### src/rtl/mem_access_ctrl.sv
`default_nettype none
// ============================================================================
// Module   : mem_access_ctrl
// Purpose  : Memory-access stage sequencer for a non-pipelined RV32I core.
//            Runs one load/store per start pulse through a req/ready handshake,
//            forms byte enables and lane-replicated store data, formats load
//            results and issues a register writeback command.
// Revision : 1.0 - initial release
// ============================================================================
module mem_access_ctrl #(
    parameter logic [6:0] LOAD_OP  = 7'b0000011,
    parameter logic [6:0] STORE_OP = 7'b0100011,
    parameter int         TIMEOUT  = 15
) (
    input  logic        clk,
    input  logic        rst,
    input  logic        start,
    input  logic [31:0] ir,
    input  logic [31:0] alu_out,
    input  logic [31:0] store_data,
    input  logic        mem_ready,
    input  logic [31:0] mem_rdata,
    output logic        mem_req,
    output logic        mem_we,
    output logic [31:0] mem_addr,
    output logic [3:0]  mem_be,
    output logic [31:0] mem_wdata,
    output logic        busy,
    output logic        done,
    output logic        err,
    output logic        wb_en,
    output logic [4:0]  wb_rd,
    output logic [31:0] wb_data
);

    localparam logic [1:0] c_ST_IDLE = 2'd0;
    localparam logic [1:0] c_ST_REQ  = 2'd1;
    localparam logic [1:0] c_ST_RESP = 2'd2;

    // Last REQ cycle index before the request is abandoned.
    localparam logic [7:0] c_TO_LAST = 8'(TIMEOUT - 1);

    logic [1:0]  r_state;
    logic        r_is_load;
    logic        r_is_store;
    logic [2:0]  r_f3;
    logic [4:0]  r_rd;
    logic [31:0] r_addr;
    logic [31:0] r_sd;
    logic [7:0]  r_cnt;
    logic [31:0] r_rdata;
    logic        r_err;

    logic [6:0]  w_op;
    logic [2:0]  w_f3;
    logic [1:0]  w_a;
    logic        w_in_load;
    logic        w_in_store;
    logic        w_f3_ok;
    logic        w_aligned;
    logic [3:0]  w_be;
    logic [31:0] w_wdata;
    logic [31:0] w_shift;
    logic [31:0] w_ld_data;
    logic        w_wb_ok;
    logic        w_unused_ir_hi;

    assign w_op       = ir[6:0];
    assign w_f3       = ir[14:12];
    assign w_a        = alu_out[1:0];
    assign w_in_load  = (w_op == LOAD_OP);
    assign w_in_store = (w_op == STORE_OP);
    assign w_unused_ir_hi = ^ir[31:15];

    // Decode legality of the incoming funct3 and address alignment.
    always_comb begin
        w_f3_ok   = 1'b0;
        w_aligned = 1'b1;
        if (w_in_load)
            w_f3_ok = (w_f3 != 3'b011) && (w_f3 != 3'b110) && (w_f3 != 3'b111);
        else
            w_f3_ok = (w_f3[2] == 1'b0) && (w_f3[1:0] != 2'b11);
        case (w_f3[1:0])
            2'b01:   w_aligned = ~w_a[0];
            2'b10:   w_aligned = (w_a == 2'b00);
            default: w_aligned = 1'b1;
        endcase
    end

    // Main sequencer: IDLE -> (REQ) -> RESP -> IDLE.
    always_ff @(posedge clk or posedge rst) begin
        if (rst) begin
            r_state    <= c_ST_IDLE;
            r_is_load  <= 1'b0;
            r_is_store <= 1'b0;
            r_f3       <= 3'd0;
            r_rd       <= 5'd0;
            r_addr     <= 32'd0;
            r_sd       <= 32'd0;
            r_cnt      <= 8'd0;
            r_rdata    <= 32'd0;
            r_err      <= 1'b0;
        end else begin
            case (r_state)
                c_ST_IDLE: begin
                    r_cnt <= 8'd0;
                    if (start) begin
                        r_is_load  <= w_in_load;
                        r_is_store <= w_in_store;
                        r_f3       <= w_f3;
                        r_rd       <= ir[11:7];
                        r_addr     <= alu_out;
                        r_sd       <= store_data;
                        if (!(w_in_load || w_in_store)) begin
                            r_err   <= 1'b0;
                            r_state <= c_ST_RESP;
                        end else if (!w_f3_ok || !w_aligned) begin
                            r_err   <= 1'b1;
                            r_state <= c_ST_RESP;
                        end else begin
                            r_err   <= 1'b0;
                            r_state <= c_ST_REQ;
                        end
                    end
                end
                c_ST_REQ: begin
                    if (mem_ready) begin
                        r_rdata <= mem_rdata;
                        r_err   <= 1'b0;
                        r_state <= c_ST_RESP;
                    end else if (r_cnt == c_TO_LAST) begin
                        r_err   <= 1'b1;
                        r_state <= c_ST_RESP;
                    end else begin
                        r_cnt <= r_cnt + 8'd1;
                    end
                end
                c_ST_RESP: r_state <= c_ST_IDLE;
                default:   r_state <= c_ST_IDLE;
            endcase
        end
    end

    // Byte enables, replicated store data and formatted load result.
    always_comb begin
        w_be      = 4'b1111;
        w_wdata   = 32'd0;
        w_shift   = r_rdata >> {r_addr[1:0], 3'b000};
        w_ld_data = 32'd0;
        if (r_is_store) begin
            case (r_f3[1:0])
                2'b00:   begin w_be = 4'b0001 << r_addr[1:0]; w_wdata = {4{r_sd[7:0]}};  end
                2'b01:   begin w_be = r_addr[1] ? 4'b1100 : 4'b0011; w_wdata = {2{r_sd[15:0]}}; end
                default: begin w_be = 4'b1111; w_wdata = r_sd; end
            endcase
        end
        case (r_f3)
            3'b000:  w_ld_data = {{24{w_shift[7]}},  w_shift[7:0]};
            3'b001:  w_ld_data = {{16{w_shift[15]}}, w_shift[15:0]};
            3'b010:  w_ld_data = w_shift;
            3'b100:  w_ld_data = {24'd0, w_shift[7:0]};
            3'b101:  w_ld_data = {16'd0, w_shift[15:0]};
            default: w_ld_data = 32'd0;
        endcase
    end

    assign w_wb_ok   = r_is_load && !r_err && (r_rd != 5'd0);

    assign mem_req   = (r_state == c_ST_REQ);
    assign mem_we    = mem_req && r_is_store;
    assign mem_addr  = mem_req ? {r_addr[31:2], 2'b00} : 32'd0;
    assign mem_be    = mem_req ? w_be : 4'd0;
    assign mem_wdata = mem_we ? w_wdata : 32'd0;
    assign busy      = (r_state != c_ST_IDLE);
    assign done      = (r_state == c_ST_RESP);
    assign err       = done && r_err;
    assign wb_en     = done && w_wb_ok;
    assign wb_rd     = done ? r_rd : 5'd0;
    assign wb_data   = wb_en ? w_ld_data : 32'd0;

endmodule
`default_nettype wire
### config.mk
export PLATFORM = sky130hd
export DESIGN_NAME = mem_access_ctrl
export DESIGN_NICKNAME = d
export VERILOG_FILES = /design/src/rtl/mem_access_ctrl.sv
export SDC_FILE = /design/constraint.sdc
export NUM_CORES = 1
export LEC_CHECK = 0
export CORE_AREA = 4 4 100 196
export DETAILED_ROUTE_END_ITERATION = 16
export DIE_AREA = 0 0 104 200
export HOLD_SLACK_MARGIN = 0.03
export PLACE_DENSITY = 0.68
export SLEW_MARGIN = 20
export SYNTH_ARGS = -nofsm -noshare
export SYNTH_HDL_FRONTEND = slang
export SYNTH_SLANG_ARGS = --single-unit
### constraint.sdc
create_clock -name clk -period 3.75 [get_ports clk]
set_input_delay 0.9375 -clock clk [delete_from_list [all_inputs] [get_ports clk]]
set_output_delay 0.9375 -clock clk [all_outputs]
set_load 0.05 [all_outputs]
# Word-level counts from Yosys, hierarchy flattened
# Cells that the tools add are included.
# totals
word_cells	88
regBits	117
input_bits	132
# classes
n_bitwise	2
add_sub_neg	1
n_eq_ne	20
reduce_logical	25
muxes	28
shifts	2
# ops
op	n
32-bit case mux with 5 select lines	1
32-bit 2-to-1 mux	4
32-bit case mux with 2 select lines	1
32-bit by 5-bit right shift with 32-bit output	1
8-bit 2-to-1 mux	2
8-bit case mux with 2 select lines	1
4-bit 2-to-1 mux	3
2-bit 2-to-1 mux	5
8-bit by 1-bit adder with 8-bit output, second input constant	1
8-bit by 4-bit equality test with 1-bit output, second input constant	1
1-bit logical AND	8
2-bit != test, second input constant	4
4-bit case mux with 2 select lines	1
7-bit by 2-bit equality test with 1-bit output, second input constant	1
7-bit by 6-bit equality test with 1-bit output, second input constant	1
2-bit by 1-bit equality test with 1-bit output, second input constant	3
3-bit equality test, second input constant	2
2-bit logical NOT	3
1-bit 2-to-1 mux	6
3-bit by 2-bit != test with 1-bit output, second input constant	2
3-bit != test, second input constant	2
2-bit AND reduction	3
3-bit AND reduction	2
5-bit 2-to-1 mux	1
12 further kinds	19

# Logic depth before layout (Yosys ltp)
# Gate-level depths: netlist (run 1).
# logic_depth
ltp_word	10
depth_mapped	6
mapped_depth_nobuf	6

# Worst setup path after synthesis (run 1)
# Ideal clock, no wire load.
# synth_path
kind	flip-flop to output port
from	reg r_state[1]
to	out wb_data[2]
required_ps	2812
path_buffers	2
slack_ps	-422
path_stages_with_launch	7
arrival_time_ps	3235
cell_sequence	dfrtp_1 > nor2b_1 > clkbuf_1 > o2111a_1 > nand2_1 > buf_2 > a211oi_1
# synth_via
elab_chain_len	3
# synth_lines
element	line_no	source
from (decl)	43	logic [1:0] r_state;
from (signal assigned)	93	r_state <= c_ST_IDLE;
from (signal assigned)	116	r_state <= c_ST_RESP;
from (signal assigned)	119	r_state <= c_ST_RESP;
2-bit equality test	175	assign done = (r_state == c_ST_RESP);
net done	29	output logic done,
1-bit logical AND	177	assign wb_en = done && w_wb_ok;
net wb_en	31	output logic wb_en,
32-bit 2-to-1 mux	179	assign wb_data = wb_en ? w_ld_data : 32'd0;
to (decl)	33	output logic [31:0] wb_data
# The timed path passes the listed nets, and every way through them passes these cells.

# Worst setup path in the final report (run 1)
# layout_path
from	reg r_addr[0]
to	out wb_data[9]
# layout_via
elab_chain_len	3
# layout_lines
element	line_no	source
from (decl)	48	logic [31:0] r_addr;
from (signal assigned)	112	r_addr <= alu_out;
32-bit by 5-bit right shift with 32-bit output	148	w_shift = r_rdata >> {r_addr[1:0], 3'b000};
32-bit case mux with 5 select lines	157	case (r_f3)
32-bit 2-to-1 mux	179	
# No other way between the ends.

==> results of run 1 <==
-- power breakdown --
part	switching (mW)	leakage [nW]	internal (mW)	total, mW
combinational	0.298	2.71	0.260	0.558
clock	0.565	0.269	0.972	1.54
sequential	0.0940	1.51	1.38	1.47
total	0.957	4.49	2.61	3.57
-- state kept, by name, summed over array words and instances (netlist names) --
signal / count
r_sd: 32
r_err: 1
r_rd: 5
r_is_store: 1
r_addr: 32
r_f3: 3
r_is_load: 1
r_rdata: 32
r_cnt: 8
r_state: 2
-- metal layers --
layer / track usage / vias up / part of all wire
met1: 0.193 / 2732 / 0.35
met3: 0.0418 / 49 / 0.052
li1: - / 2798 / -
met4: 0.121 / 0 / 0.050
met2: 0.355 / 180 / 0.55
met5: 0 / - / 0
-- placed cells by master, fill, tap and decap left out, drive strengths merged, types with 8 or more instances in the layout --
| cell type | Yosys | routed |
|---|---|---|
| dfrtp | 117 | 117 |
| a21oi | 46 | 46 |
| clkinv | 2 | 8 |
| and3 | 10 | 10 |
| and2 | 38 | 38 |
| a211oi | 8 | 8 |
| nor2 | 40 | 40 |
| nand2 | 253 | 253 |
| o21ai | 18 | 18 |
| inv | 9 | 8 |
| clkbuf | 27 | 18 |
| mux2i | 36 | 36 |
| buf | 20 | 116 |
| clkdlybuf4s50 | 0 | 123 |
| mux2 | 42 | 42 |
-- path summary, 6_finish.rpt --
path	to	slack, ps	depth (start not counted)
max reg2reg	r_rdata[13]$_DFFE_PP0P_	1660	6
min	r_addr[22]$_DFFE_PP0P_	460	2
max	wb_data[9]	200	5
min reg2reg	r_addr[22]$_DFFE_PP0P_	460	2
min in group asynchronous	r_rdata[8]$_DFFE_PP0P_	1040	3
max in group asynchronous	r_sd[30]$_DFFE_PP0P_	2160	3
-- area by class of cell --
| type | instances | area share |
|---|---|---|
| Inverter | 11 | 0.00481 |
| Tap cell | 216 | 0.0289 |
| Clock inverter | 11 | 0.0120 |
| Timing Repair Buffer | 239 | 0.261 |
| Multi-Input combinational cell | 548 | 0.333 |
| Clock buffer | 18 | 0.0469 |
| Antenna cell | 3 | 0.000802 |
| Sequential cell | 117 | 0.313 |
-- what timing repair did --
item | 4_1_cts | 5_1_grt
setup buffers | 0 | 0
gates resized for setup | 0 | 3
endpoints found under the setup margin | 0 | 16
-- metrics by stage --
step	worst slack, ps	hold slack, ps	power, mW
2_1_floorplan	-422	437	1.82
3_3_place_gp	504	449	2.04
3_5_place_dp	480	454	2.06
4_1_cts	5.54	466	3.62
5_1_grt	57.2	491	3.75
6_report	199	461	3.57
-- worst max-delay path, cell delays in order, from the launching register on --
cell and delay, ps:
dfrtp_1 660, mux2_2 280, mux2i_1 90, or4_1 620, a21oi_1 290, buf_4 240
-- cell families after synthesis --
family                     count (synthesis)  synth area share
and+or+nand+nor                          367             0.251
DFF                                      117             0.471
AOI/OAI and AO/OA                         95            0.0917
muxes                                     78             0.134
buffers and inverters                     58            0.0408
adders and majority gates                  5            0.0101
other                                      1          0.000603
xor gates and xnor gates                   1           0.00141
==> impl_metrics.py, run 1 <==
metrics = {
    "yosys": {
        "number_of_cells_produced_by_synthesis": 722,
        "synth.distinct_cells": 43,
        "synth.most_common_cell": "nand2_1",
        "synth_area_per_cell_sq_um": 8.62,
        "mappedNetlistArea_sq_um": 6220,
        "synth_top_cells_by_area": "dfrtp_1 (47%), nand2_1 (15%), mux2_2 (7.4%)",
        "synth_async_sr_flop_share": 1.00,
        "yosys_warns": 0,
        "fraction_of_synthesized_cell_area_taken_by_the_top_area_cell_type": 0.471,
        "ys_top_cells_by_count": "nand2_1 (253), dfrtp_1 (117), a21oi_1 (46)",
        "synth_flop_cell": "dfrtp_1",
        "postSynthRegisterBits": 117,
        "post-synth-top-area-cell": "dfrtp_1",
        "sequential_area_share_after_synthesis": 0.471,
        "edff_count_synth": 0,
    },
    "floorplan": {
        "std_cell_rows": 70,
        "die_height_microns": 200,
        "io-pin-count": 243,
        "initial_core_util": 0.342,
        "core_region_area_sq_um": 18200,
        "fp.dieArea_sq_um": 20800,
        "die_w_microns": 104,
    },
    "cts": {
        "clock-root-buffer": "clkbuf_16",
        "cts_sinks": 117,
        "cts_buffer_depth": 2,
        "clock_latency_at_the_later_pin_of_the_worst_skew_pair_ps": 420,
        "cts-buffers-inserted": 17,
        "cts_tree": "yes",
        "cts-hold-fix-buffers": 0,
        "cts.clk_slew.worst_paths_ps": 60,
        "cts_htree_levels": 4,
    },
    "run_status": {
        "run_status": "complete, no violations",
    },
    "job": {
        "cap_viol_max_count": 0,
    },
    "detailed_routing": {
        "route.detailed.wl_per_inst_microns": 17.2,
        "first_pass_iters": 4,
        "drt-total-wl_microns": 20100,
        "drc": 0,
        "dr.first_iter.drc_count": 148,
        "postRouteAntennaNets": 0,
        "viasPerCell": 4.95,
        "vias_post_dr": 5759,
    },
    "layout": {
        "seqCellArea_sq_um": 2930,
        "final_layout_size_suffix_gt1_frac": 0.227,
        "instances_no_fill": 1163,
        "finalNetCount": 1071,
        "area_delta_synth_final_pct": 50.5,
        "final_cell_area_excluding_filler_cells_sq_um": 9370,
        "layout.filler_cells": 1723,
        "final_core_util": 0.514,
        "multi_input_area_sq_um": 3120,
    },
    "setup_path": {
        "timing.critical_path.from": "r_addr[0]$_DFFE_PP0P_",
        "startpoint_type_of_the_worst_setup_path": "register",
        "critical_path.reg2reg.startpoint": "r_state[1]$_DFFE_PP0P_",
        "timing.setup.critical_path_class": "register to output port",
        "timing.critical_path.fanout_max": 14,
        "endpoint_kind": "output port",
        "worstPathArrival_ps": 2610,
        "required_worst_endpoint_ps": 2810,
    },
    "power_and_ir_drop": {
        "vdd_drop_max_mv": 0.293,
        "power.static_leakage_nw": 4.49,
        "power_density_nw_per_um2": 381,
    },
    "grt": {
        "global_route.usage.total": 0.191,
        "grt_antenna_before_repair": 2,
        "grt.overflow.total": 0,
        "grt_pass1_vias": 5775,
        "grt_pass1_wl_microns": 30900,
        "grt_max_degree": 118,
    },
    "hold_path": {
        "class_of_the_worst_hold_path": "register to register",
        "worstHoldStart": "r_addr[22]$_DFFE_PP0P_",
    },
    "placement": {
        "dpl.cell_count": 1131,
        "port_buffers": 223,
        "dp_hpwl_microns": 14900,
        "dpl_cell_area_sq_um": 8800,
        "routabilityCongestion": 0.811,
    },
    "timing": {
        "slew_viol_final": 0,
        "layout_worst_path_cycle_share": 0.947,
        "worst_pin_slew_ps": 744,
        "fmax_mhz": 282,
        "timing.setup.tns_ps": 0,
        "final_min_period_ps": 3550,
        "max-slew-margin-rel": 0.502,
        "finClkSkew_ps": 10.4,
        "hold_violations": 0,
        "rsz_0062_raised_after_global_routing": "false",
        "finalSetupViolations": 0,
    },
}
Power figures use the tool's default switching activity.
==> inputs of run 2 (changes only) <==
CTS_CLUSTER_SIZE = 10   (was not set)
==> results of run 2 <==
Same layout as run 1: the final DEF is identical, and so are final timing and power.
==> inputs of run 3 (changes only) <==
CORE_AREA = 4 4 90 176   (was 4 4 100 196)
DIE_AREA = 0 0 94 180   (was 0 0 104 200)
PLACE_DENSITY = 0.79   (was 0.68)
SLEW_MARGIN = 40   (was 20)
clock period = 3.8 ns   (was 3.75 ns; I/O delays follow)
==> run 3 against run 2 <==
Compared with the run above:
- routed wire length increased by 1.2%
- largest cell class unchanged
- clock skew is essentially flat
- cell count fell by 1.6%
- sequential share of layout area fell by 1.3 points
- sequential power about the same
- combinational power rose by 2%
- hold slack better by 2.9 ps
==> impl_metrics.py, run 3 (synthesized netlist as in run 1, its figures left out) <==
metrics = {
    "power_and_ir_drop": {
        "internal-power_mw": 2.68,
        "clock_power_share": 0.451,
        "logic_gate_share_of_total_power": 0.155,
        "share_of_power_burned_in_registers": 0.394,
        "vdd_drop_max_mv": 0.291,
        "p_sw_frac": 0.270,
        "p_sw_mw": 0.992,
        "power.static_leakage_nw": 4.52,
        "power_density_nw_per_um2": 376,
    },
    "grt": {
        "global_route.usage.total": 0.241,
        "gr-usage-met3": 0.0452,
        "global_route.usage.met2": 0.436,
        "grt_busiest_layer": "met2",
        "grt_pass1_vias": 6099,
        "use_met1": 0.251,
        "grt_max_degree": 51,
        "grt_antenna_before_repair": 3,
        "grt_pass1_wl_microns": 31700,
        "grt.overflow.total": 0,
    },
    "detailed_routing": {
        "route.detailed.wl_per_inst_microns": 17.7,
        "drc": 0,
        "viasPerCell": 5.16,
        "dr.first_iter.drc_count": 296,
        "vias_post_dr": 5900,
        "first_pass_iters": 5,
        "postRouteAntennaNets": 0,
        "drt-total-wl_microns": 20300,
    },
    "job": {
        "cap_viol_max_count": 0,
    },
    "layout": {
        "final_layout_size_suffix_gt1_frac": 0.168,
        "final_core_util": 0.677,
        "instances_no_fill": 1144,
        "finalNetCount": 1074,
        "final_common_cell": "nand2_1",
        "area_delta_synth_final_pct": 56.9,
        "final_cell_area_excluding_filler_cells_sq_um": 9760,
        "layout.cells.most_common_list": "nand2_1 (252), clkdlybuf4s50_1 (161), dfrtp_1 (117), buf_12 (53), a21oi_1 (46)",
        "reg.largest.list": "r_addr (32), r_rdata (32), r_sd (32)",
    },
    "placement": {
        "dpl_cell_area_sq_um": 9120,
        "routabilityCongestion": 0.866,
        "port_buffers": 223,
        "dpl.cell_count": 1109,
        "dp_hpwl_microns": 14900,
    },
    "floorplan": {
        "initial_core_util": 0.431,
        "fp.dieArea_sq_um": 16900,
        "io-pin-count": 243,
        "die_w_microns": 94,
        "core_region_area_sq_um": 14400,
        "std_cell_rows": 62,
        "die_height_microns": 180,
    },
    "cts": {
        "cts_sinks": 117,
        "clock_latency_at_the_later_pin_of_the_worst_skew_pair_ps": 410,
        "cts_tree": "yes",
        "cts_htree_levels": 4,
        "cts-hold-fix-buffers": 0,
        "cts.repair.resized": 0,
        "cts_setup_buffers": 0,
        "cts.clk_slew.worst_paths_ps": 60,
        "clock-root-buffer": "clkbuf_16",
        "cts-buffers-inserted": 17,
        "cts_buffer_depth": 2,
    },
    "setup_path": {
        "critical_path.reg2reg.startpoint": "r_state[1]$_DFFE_PP0P_",
        "timing.setup.critical_path_class": "register to output port",
        "required_worst_endpoint_ps": 2850,
        "timing.critical_path.fanout_max": 16,
        "worst_setup_path_endpoint": "wb_data[22]",
        "endpoint_kind": "output port",
        "timing.critical_path.from": "r_addr[0]$_DFFE_PP0P_",
        "startpoint_type_of_the_worst_setup_path": "register",
        "reg2reg_slack_ps": 1840,
        "worstPathArrival_ps": 2690,
        "worstRegToRegCells": 6,
        "critical_path.reg2reg.endpoint": "r_rdata[23]$_DFFE_PP0P_",
    },
    "hold_path": {
        "class_of_the_worst_hold_path": "register to register",
    },
    "timing": {
        "finalSetupViolations": 0,
        "slew_viol_final": 0,
        "finClkSkew_ps": 10.3,
        "worst_pin_slew_ps": 776,
        "final_min_period_ps": 3640,
        "rsz_0062_raised_after_global_routing": "false",
        "layout_worst_path_cycle_share": 0.957,
        "max-slew-margin-rel": 0.468,
        "hold_violations": 0,
        "fmax_mhz": 275,
    },
    "run_status": {
        "run_status": "complete, no violations",
    },
}
==> run 3: routing by layer <==
metal  wire (microns)  part of all wire
met1             7030              0.35
met2            11200              0.55
met3             1050             0.052
met4             1020             0.050
met5                0                 0
==> run 3: worst min path at each step <==
stage                                      start                endpoint  slack, ps  cells past startpoint
after detailed placement  r_addr[14]$_DFFE_PP0P_  r_addr[14]$_DFFE_PP0P_        450                      2
after global routing       r_addr[7]$_DFFE_PP0P_   r_addr[7]$_DFFE_PP0P_        480                      2
after global placement     r_addr[5]$_DFFE_PP0P_   r_addr[5]$_DFFE_PP0P_        450                      2
after CTS                 r_addr[14]$_DFFE_PP0P_  r_addr[14]$_DFFE_PP0P_        470                      2
final                      r_addr[3]$_DFFE_PP0P_   r_addr[3]$_DFFE_PP0P_        460                      2
after floorplan           r_addr[10]$_DFFE_PP0P_  r_addr[10]$_DFFE_PP0P_        440                      2
==> run 3: cell type report <==
cell class / count / area (sq um)
Multi-Input combinational cell: 548 / 3050
Inverter: 11 / 45.0
Fill cell: 1166 / 4660
Tap cell: 192 / 240
Antenna cell: 3 / 7.51
Clock inverter: 13 / 174
Sequential cell: 117 / 2930
Timing Repair Buffer: 242 / 2880
Clock buffer: 18 / 439
==> run 3: power groups by stage <==
stage | combinational [mW] | sequential [mW] | clock [mW]
3_5_place_dp | 0.566 | 1.47 | 0
5_1_grt | 0.634 | 1.46 | 1.75
3_3_place_gp | 0.553 | 1.46 | 0
6_report | 0.569 | 1.45 | 1.65
2_1_floorplan | 0.353 | 1.43 | 0
4_1_cts | 0.571 | 1.45 | 1.69
==> run 3: metrics by stage <==
| step | TNS, ps | total power, mW | hold slack [ps] | setup WS [ps] |
|---|---|---|---|---|
| global route | 0 | 3.85 | 485 | 26.5 |
| global placement | 0 | 2.01 | 449 | 677 |
| finish | 0 | 3.67 | 464 | 165 |
| floorplan | -2340 | 1.79 | 437 | -385 |
| CTS | 0 | 3.70 | 469 | 181 |
| detailed placement | 0 | 2.03 | 454 | 647 |
==> run 3: worst max-delay path: stages (launching register included) <==
cell      delay, ps
dfrtp_1         520
buf_4           230
mux2_1          320
a22oi_1         230
a2111o_1        530
a21oi_1         220
buf_12          210
